`src/rtl/spi_word_receiver.sv`:
```
// Receive side of the 3-wire DAC serial link: oversamples CS/SCLK/SDI, assembles MSB-first
// words, flags malformed frames. Optional sequence check enabled by macro SPI_RX_SEQ_CHECK_EN.
module spi_word_receiver #(
    parameter int WORD_WIDTH       = 16,
    parameter int SYNC_STAGES      = 2,
    parameter int EXPECT_INCREMENT = 443
) (
    input  logic                  clk,
    input  logic                  rst,
    input  logic                  CS,
    input  logic                  SCLK,
    input  logic                  SDI,
    output logic [WORD_WIDTH-1:0] data_out,
    output logic                  data_valid,
    output logic                  frame_error,
    output logic [15:0]           word_count,
    output logic                  seq_error
);

    localparam int CNT_W = $clog2(WORD_WIDTH + 1);
    localparam logic [CNT_W-1:0] FULL_CNT = CNT_W'(WORD_WIDTH);

    typedef enum logic [1:0] {
        IDLE,
        SHIFT,
        WAIT_CS
    } state_t;

    // Each stage carries {CS, SCLK, SDI} so the three lines stay cycle-aligned.
    logic [SYNC_STAGES-1:0][2:0] sync_reg;
    logic [SYNC_STAGES-1:0][2:0] sync_next;
    logic [1:0]                  hist_reg;
    logic [SYNC_STAGES:0]        flush_reg;

    genvar gi;
    generate
        for (gi = 0; gi < SYNC_STAGES; gi++) begin : g_sync
            if (gi == 0) begin : g_first
                assign sync_next[gi] = {CS, SCLK, SDI};
            end else begin : g_rest
                assign sync_next[gi] = sync_reg[gi-1];
            end
        end
    endgenerate

    logic cs_s, sclk_s, sdi_s, flush_done;
    assign cs_s       = sync_reg[SYNC_STAGES-1][2];
    assign sclk_s     = sync_reg[SYNC_STAGES-1][1];
    assign sdi_s      = sync_reg[SYNC_STAGES-1][0];
    // The reset value of the chain is not a real sample; edges are only trusted once
    // genuine input has reached both the synced and the history flops.
    assign flush_done = flush_reg[SYNC_STAGES];

    always_ff @(posedge clk) begin
        if (rst) begin
            sync_reg  <= {SYNC_STAGES{3'b100}};
            hist_reg  <= 2'b10;
            flush_reg <= '0;
        end else begin
            sync_reg  <= sync_next;
            hist_reg  <= {cs_s, sclk_s};
            flush_reg <= {flush_reg[SYNC_STAGES-1:0], 1'b1};
        end
    end

    // Edge events are registered once so the FSM acts on flat, aligned flags.
    logic ev_cs_fall_reg, ev_cs_rise_reg, ev_sclk_rise_reg, ev_bit_reg;

    always_ff @(posedge clk) begin
        if (rst) begin
            ev_cs_fall_reg   <= 1'b0;
            ev_cs_rise_reg   <= 1'b0;
            ev_sclk_rise_reg <= 1'b0;
            ev_bit_reg       <= 1'b0;
        end else begin
            ev_cs_fall_reg   <= flush_done & hist_reg[1] & ~cs_s;
            ev_cs_rise_reg   <= flush_done & ~hist_reg[1] & cs_s;
            ev_sclk_rise_reg <= flush_done & ~hist_reg[0] & sclk_s;
            ev_bit_reg       <= sdi_s;
        end
    end

    state_t                state_reg, state_next;
    logic [WORD_WIDTH-1:0] shift_reg, shift_next;
    logic [CNT_W-1:0]      bit_cnt_reg, bit_cnt_next;
    logic                  word_done;
    logic                  frame_err_next;

    always_ff @(posedge clk) begin
        if (rst) begin
            state_reg   <= IDLE;
            shift_reg   <= '0;
            bit_cnt_reg <= '0;
        end else begin
            state_reg   <= state_next;
            shift_reg   <= shift_next;
            bit_cnt_reg <= bit_cnt_next;
        end
    end

    always_comb begin
        state_next     = state_reg;
        shift_next     = shift_reg;
        bit_cnt_next   = bit_cnt_reg;
        word_done      = 1'b0;
        frame_err_next = 1'b0;
        case (state_reg)
            IDLE: begin
                shift_next   = '0;
                bit_cnt_next = '0;
                if (ev_cs_fall_reg) begin
                    state_next = SHIFT;
                end
            end
            SHIFT: begin
                if (bit_cnt_reg == FULL_CNT) begin
                    // Word is complete; a CS rise in this same cycle still delivers it.
                    word_done = 1'b1;
                    if (ev_sclk_rise_reg && !ev_cs_rise_reg) begin
                        frame_err_next = 1'b1;
                    end
                    state_next = ev_cs_rise_reg ? IDLE : WAIT_CS;
                end else if (ev_cs_rise_reg) begin
                    frame_err_next = (bit_cnt_reg != '0);
                    state_next     = IDLE;
                end else if (ev_sclk_rise_reg) begin
                    shift_next   = {shift_reg[WORD_WIDTH-2:0], ev_bit_reg};
                    bit_cnt_next = bit_cnt_reg + 1'b1;
                end
            end
            WAIT_CS: begin
                if (ev_cs_rise_reg) begin
                    state_next = IDLE;
                end else if (ev_sclk_rise_reg) begin
                    frame_err_next = 1'b1;
                end
            end
            default: begin
                state_next = IDLE;
            end
        endcase
    end

    logic [WORD_WIDTH-1:0] data_out_reg;
    logic                  data_valid_reg;
    logic                  frame_error_reg;
    logic [15:0]           word_count_reg;

    always_ff @(posedge clk) begin
        if (rst) begin
            data_out_reg    <= '0;
            data_valid_reg  <= 1'b0;
            frame_error_reg <= 1'b0;
            word_count_reg  <= '0;
        end else begin
            data_valid_reg  <= word_done;
            frame_error_reg <= frame_err_next;
            if (word_done) begin
                data_out_reg   <= shift_reg;
                word_count_reg <= word_count_reg + 16'd1;
            end
        end
    end

    assign data_out    = data_out_reg;
    assign data_valid  = data_valid_reg;
    assign frame_error = frame_error_reg;
    assign word_count  = word_count_reg;

`ifdef SPI_RX_SEQ_CHECK_EN
    localparam logic [WORD_WIDTH-1:0] INC = WORD_WIDTH'(EXPECT_INCREMENT);

    logic [WORD_WIDTH-1:0] prev_word_reg;
    logic                  first_seen_reg;
    logic                  seq_error_reg;

    // Compared against the word being published so the pulse coincides with data_valid.
    always_ff @(posedge clk) begin
        if (rst) begin
            prev_word_reg  <= '0;
            first_seen_reg <= 1'b0;
            seq_error_reg  <= 1'b0;
        end else begin
            seq_error_reg <= 1'b0;
            if (word_done) begin
                seq_error_reg  <= first_seen_reg && (shift_reg != prev_word_reg + INC);
                prev_word_reg  <= shift_reg;
                first_seen_reg <= 1'b1;
            end
        end
    end

    assign seq_error = seq_error_reg;
`else
    assign seq_error = 1'b0;
`endif

endmodule

```
`config.mk`:
```
export PLATFORM = sky130hd
export DESIGN_NAME = spi_word_receiver
export DESIGN_NICKNAME = d
export VERILOG_FILES = /design/src/rtl/spi_word_receiver.sv
export SDC_FILE = /design/constraint.sdc
export NUM_CORES = 1
export LEC_CHECK = 0
export BUFFER_PORTS_ARGS = -buffer_cell sky130_fd_sc_hd__buf_2
export CAP_MARGIN = 5
export CORE_UTILIZATION = 40
export CTS_BUF_LIST = sky130_fd_sc_hd__clkbuf_4 sky130_fd_sc_hd__clkbuf_8 sky130_fd_sc_hd__clkbuf_16
export CTS_CLUSTER_SIZE = 8
export DETAILED_ROUTE_END_ITERATION = 8
export GPL_TIMING_DRIVEN = 0
export PLACE_DENSITY = 0.67
export SLEW_MARGIN = 20
export SYNTH_ARGS = -nofsm -noshare
export SYNTH_HDL_FRONTEND = slang
export SYNTH_SLANG_ARGS = --single-unit
```
`constraint.sdc`:
```
create_clock -name clk -period 5.1 [get_ports clk]
set_input_delay 0.255 -clock clk [delete_from_list [all_inputs] [get_ports clk]]
set_output_delay 0.255 -clock clk [all_outputs]
set_load 0.03 [all_outputs]
```
==> impl_metrics.toml <==
[yosys]
syn_avg_cell_area_um2 = 9.18
yosys.area.top_type = "dfxtp_1"
syn_inst = 313
ys_seq_area_frac = 0.502
synth_seq_cells = 72
synth_top_cell_area_share = 0.502
ys_types = 35
yosysWarnings = 0
ys_top_cells_by_area = "dfxtp_1 (50%), mux2i_1 (5.9%), nand2_1 (5.6%)"
netlist_area_um2 = 2870
syn-num-nets = 325

[cells_and_area]
multi_input_area_um2 = 1320
diodes = 0
utilization = 0.493
ff_latch_area_um2 = 1440
drive_above_1_share = 0.180
mostFrequentLayoutCells = "dfxtp_1 (72), nand2_1 (43), buf_2 (39)"
nFillCells = 671
layout_commonest_cell = "dfxtp_1"
area_growth_pct = 17.9
fin_nets = 374

[sta]
finalCriticalPeriod_ps = 1980
finalSetupTns_ps = 0
setup_viol = 0
drv_slew = 0
worst_slew_pin_slew_ps = 591
finalCritPeriodShare = 0.389
rsz0062_at_grt = "false"
slew_headroom = 0.606
final.setup_skew_ps = 5.58
hold_viol_final = 0
fmax_ghz = 0.504

[global_routing]
overflow = 0
grt_pass1_vias = 2126
grt_antenna_before_repair = 0
grt_pass1_wl_mm = 9.28
grt_usage = 0.164
grt_start_max_net_pins = 14

[die]
die-area_um2 = 7520
die_w_um = 86.7
die_y_um = 86.7
num_rows = 30
core_area_um2 = 6870
initial_core_util = 0.418
io_pins = 40

[setup_path]
worstPathArrival_ps = 2200
worstSetupPathType = "reg -> reg"
timing.critical_path.cells = "ha_1, clkbuf_1, nand2_1, buf_4, nand2_1, a21oi_1"
timing.rr.start = "state_reg[0]"
reg2reg_depth = 6
critical_path.startpoint = "state_reg[0]"
critPathMaxFanout = 10
critical-path-slowest-cell = "dfxtp_1"
slowest_delay_ps = 420
start_kind = "flip-flop"
rrSetupSlack_ps = 3120
crit_top_cell = "nand2_1"
r2r_end = "data_out[9]"
crit_path_end_kind = "flip-flop"
required_ps = 5310
endpoint = "data_out[9]"

[clock_network]
post_cts_buffers = 0
clkSinkCount = 72
cts_max_path_buffers = 2
root_buffer = "clkbuf_8"
clk_pin_slew_ps = 80
clock_latency_ps = 350
cts_buffers = 9
ctsResizeCount = 0
htree_num_levels = 3
cts_tree = "yes"
cts_hold_buf = 0

[pwr]
ir_worst_vdd_v = 0.000142
p_per_area_nw_per_um2 = 308
p_total_w = 0.00104
p_leak_nw = 1.48

[route]
antenna_left = 0
drt_iter0_drc = 95
dr.pass1.iters = 4
drc_errors = 0
routed_wl_mm = 5.63
vias_per_cell = 4.84
num_vias = 2242
routedWlPerCell_um = 12.2

[placement]
portBuffers = 38
gp_congestion = 0.870
hpwlAfterDp_mm = 3.89

[outcome]
status = "completed"

[hold_path]
hp-class = "in -> reg"
hold_start = "CS"

[run]
max-cap-violations = 0
[layout make-up]
| class | count | share of cell area |
|---|---|---|
| sequential | 72 | 0.425 |
| multi-input combinational | 219 | 0.390 |
| timing repair buffer | 38 | 0.0561 |
| clock buffer | 10 | 0.0406 |
| tap | 96 | 0.0355 |
| buffer | 16 | 0.0258 |
| clock inverter | 6 | 0.0199 |
| inverter | 6 | 0.00665 |
[how the worst min path moves through the flow]
stage	endpoint	slack, ps	cells past startpoint
after floorplan	hist_reg[0]	330	1
after global placement	cs_s	390	1
after detailed placement	cs_s	400	1
after CTS	sync_next[5]	70	2
after global routing	hist_reg[0]	80	2
final	sync_next[5]	80	2
[layer usage]
metal / wire length (µm) / GRT usage / vias to the layer above
li1: - / - / 1148
met5: 0 / 0 / -
met2: 2710 / 0.284 / 44
met1: 2580 / 0.186 / 1038
met4: 117 / 0.0773 / 0
met3: 219 / 0.0495 / 12
[logic make-up (layout without fill, tap and decap cells)]
family / Yosys count / after routing / synth area share
compound gates: 42 / 42 / 0.0767
xor+xnor: 10 / 10 / 0.0305
fa+ha+maj: 7 / 7 / 0.0305
buf+inv: 22 / 76 / 0.0383
flops: 72 / 72 / 0.502
mux: 17 / 17 / 0.0592
other cells: 1 / 1 / 0.00131
simple gates: 142 / 142 / 0.262
[stage by stage]
stage | cell area (µm²) | hold WS (ps) | worst slack, ps | instances
final | 3390 | 79.5 | 3120 | 463
after global routing | 3390 | 83.6 | 2970 | 463
after CTS | 3390 | 69.1 | 3100 | 463
after detailed placement | 3180 | 397 | 3160 | 447
after global placement | 3180 | 395 | 3180 | 447
after floorplan | 2870 | 334 | 3470 | 313
[critical path: cells and delay by family (launching register included)]
kind	cells	cell delay, ps
AO/OA/AOI/OAI	1	70
adder cells (fa/ha/maj)	1	270
buffers and inverters	2	630
flip-flops	1	420
AND/OR/NAND/NOR	2	450
[where the power goes]
group	internal, W	switching (W)
logic	0.00000558	0.0000129
clock network	0.000240	0.000217
registers	0.000566	0.00000110
[synth_stat cells (all sizes together)]
cell type / number
o211ai: 2
nor2b: 10
xnor2: 4
nand3: 5
clkbuf: 10
nor2: 30
and3: 2
and4: 4
conb: 1
o21ai: 10
dfxtp: 72
nand4: 7
nand2: 43
nand3b: 1
mux2i: 17
and3b: 1
nor3: 1
buf: 6
xor2: 6
and4bb: 1
a21oi: 28
o21a: 1
and2: 20
nand4b: 2
nor4bb: 2
a211oi: 1
inv: 6
nand2b: 2
or2: 3
ha: 7
or3: 8
(Power assumes the default switching activity.)
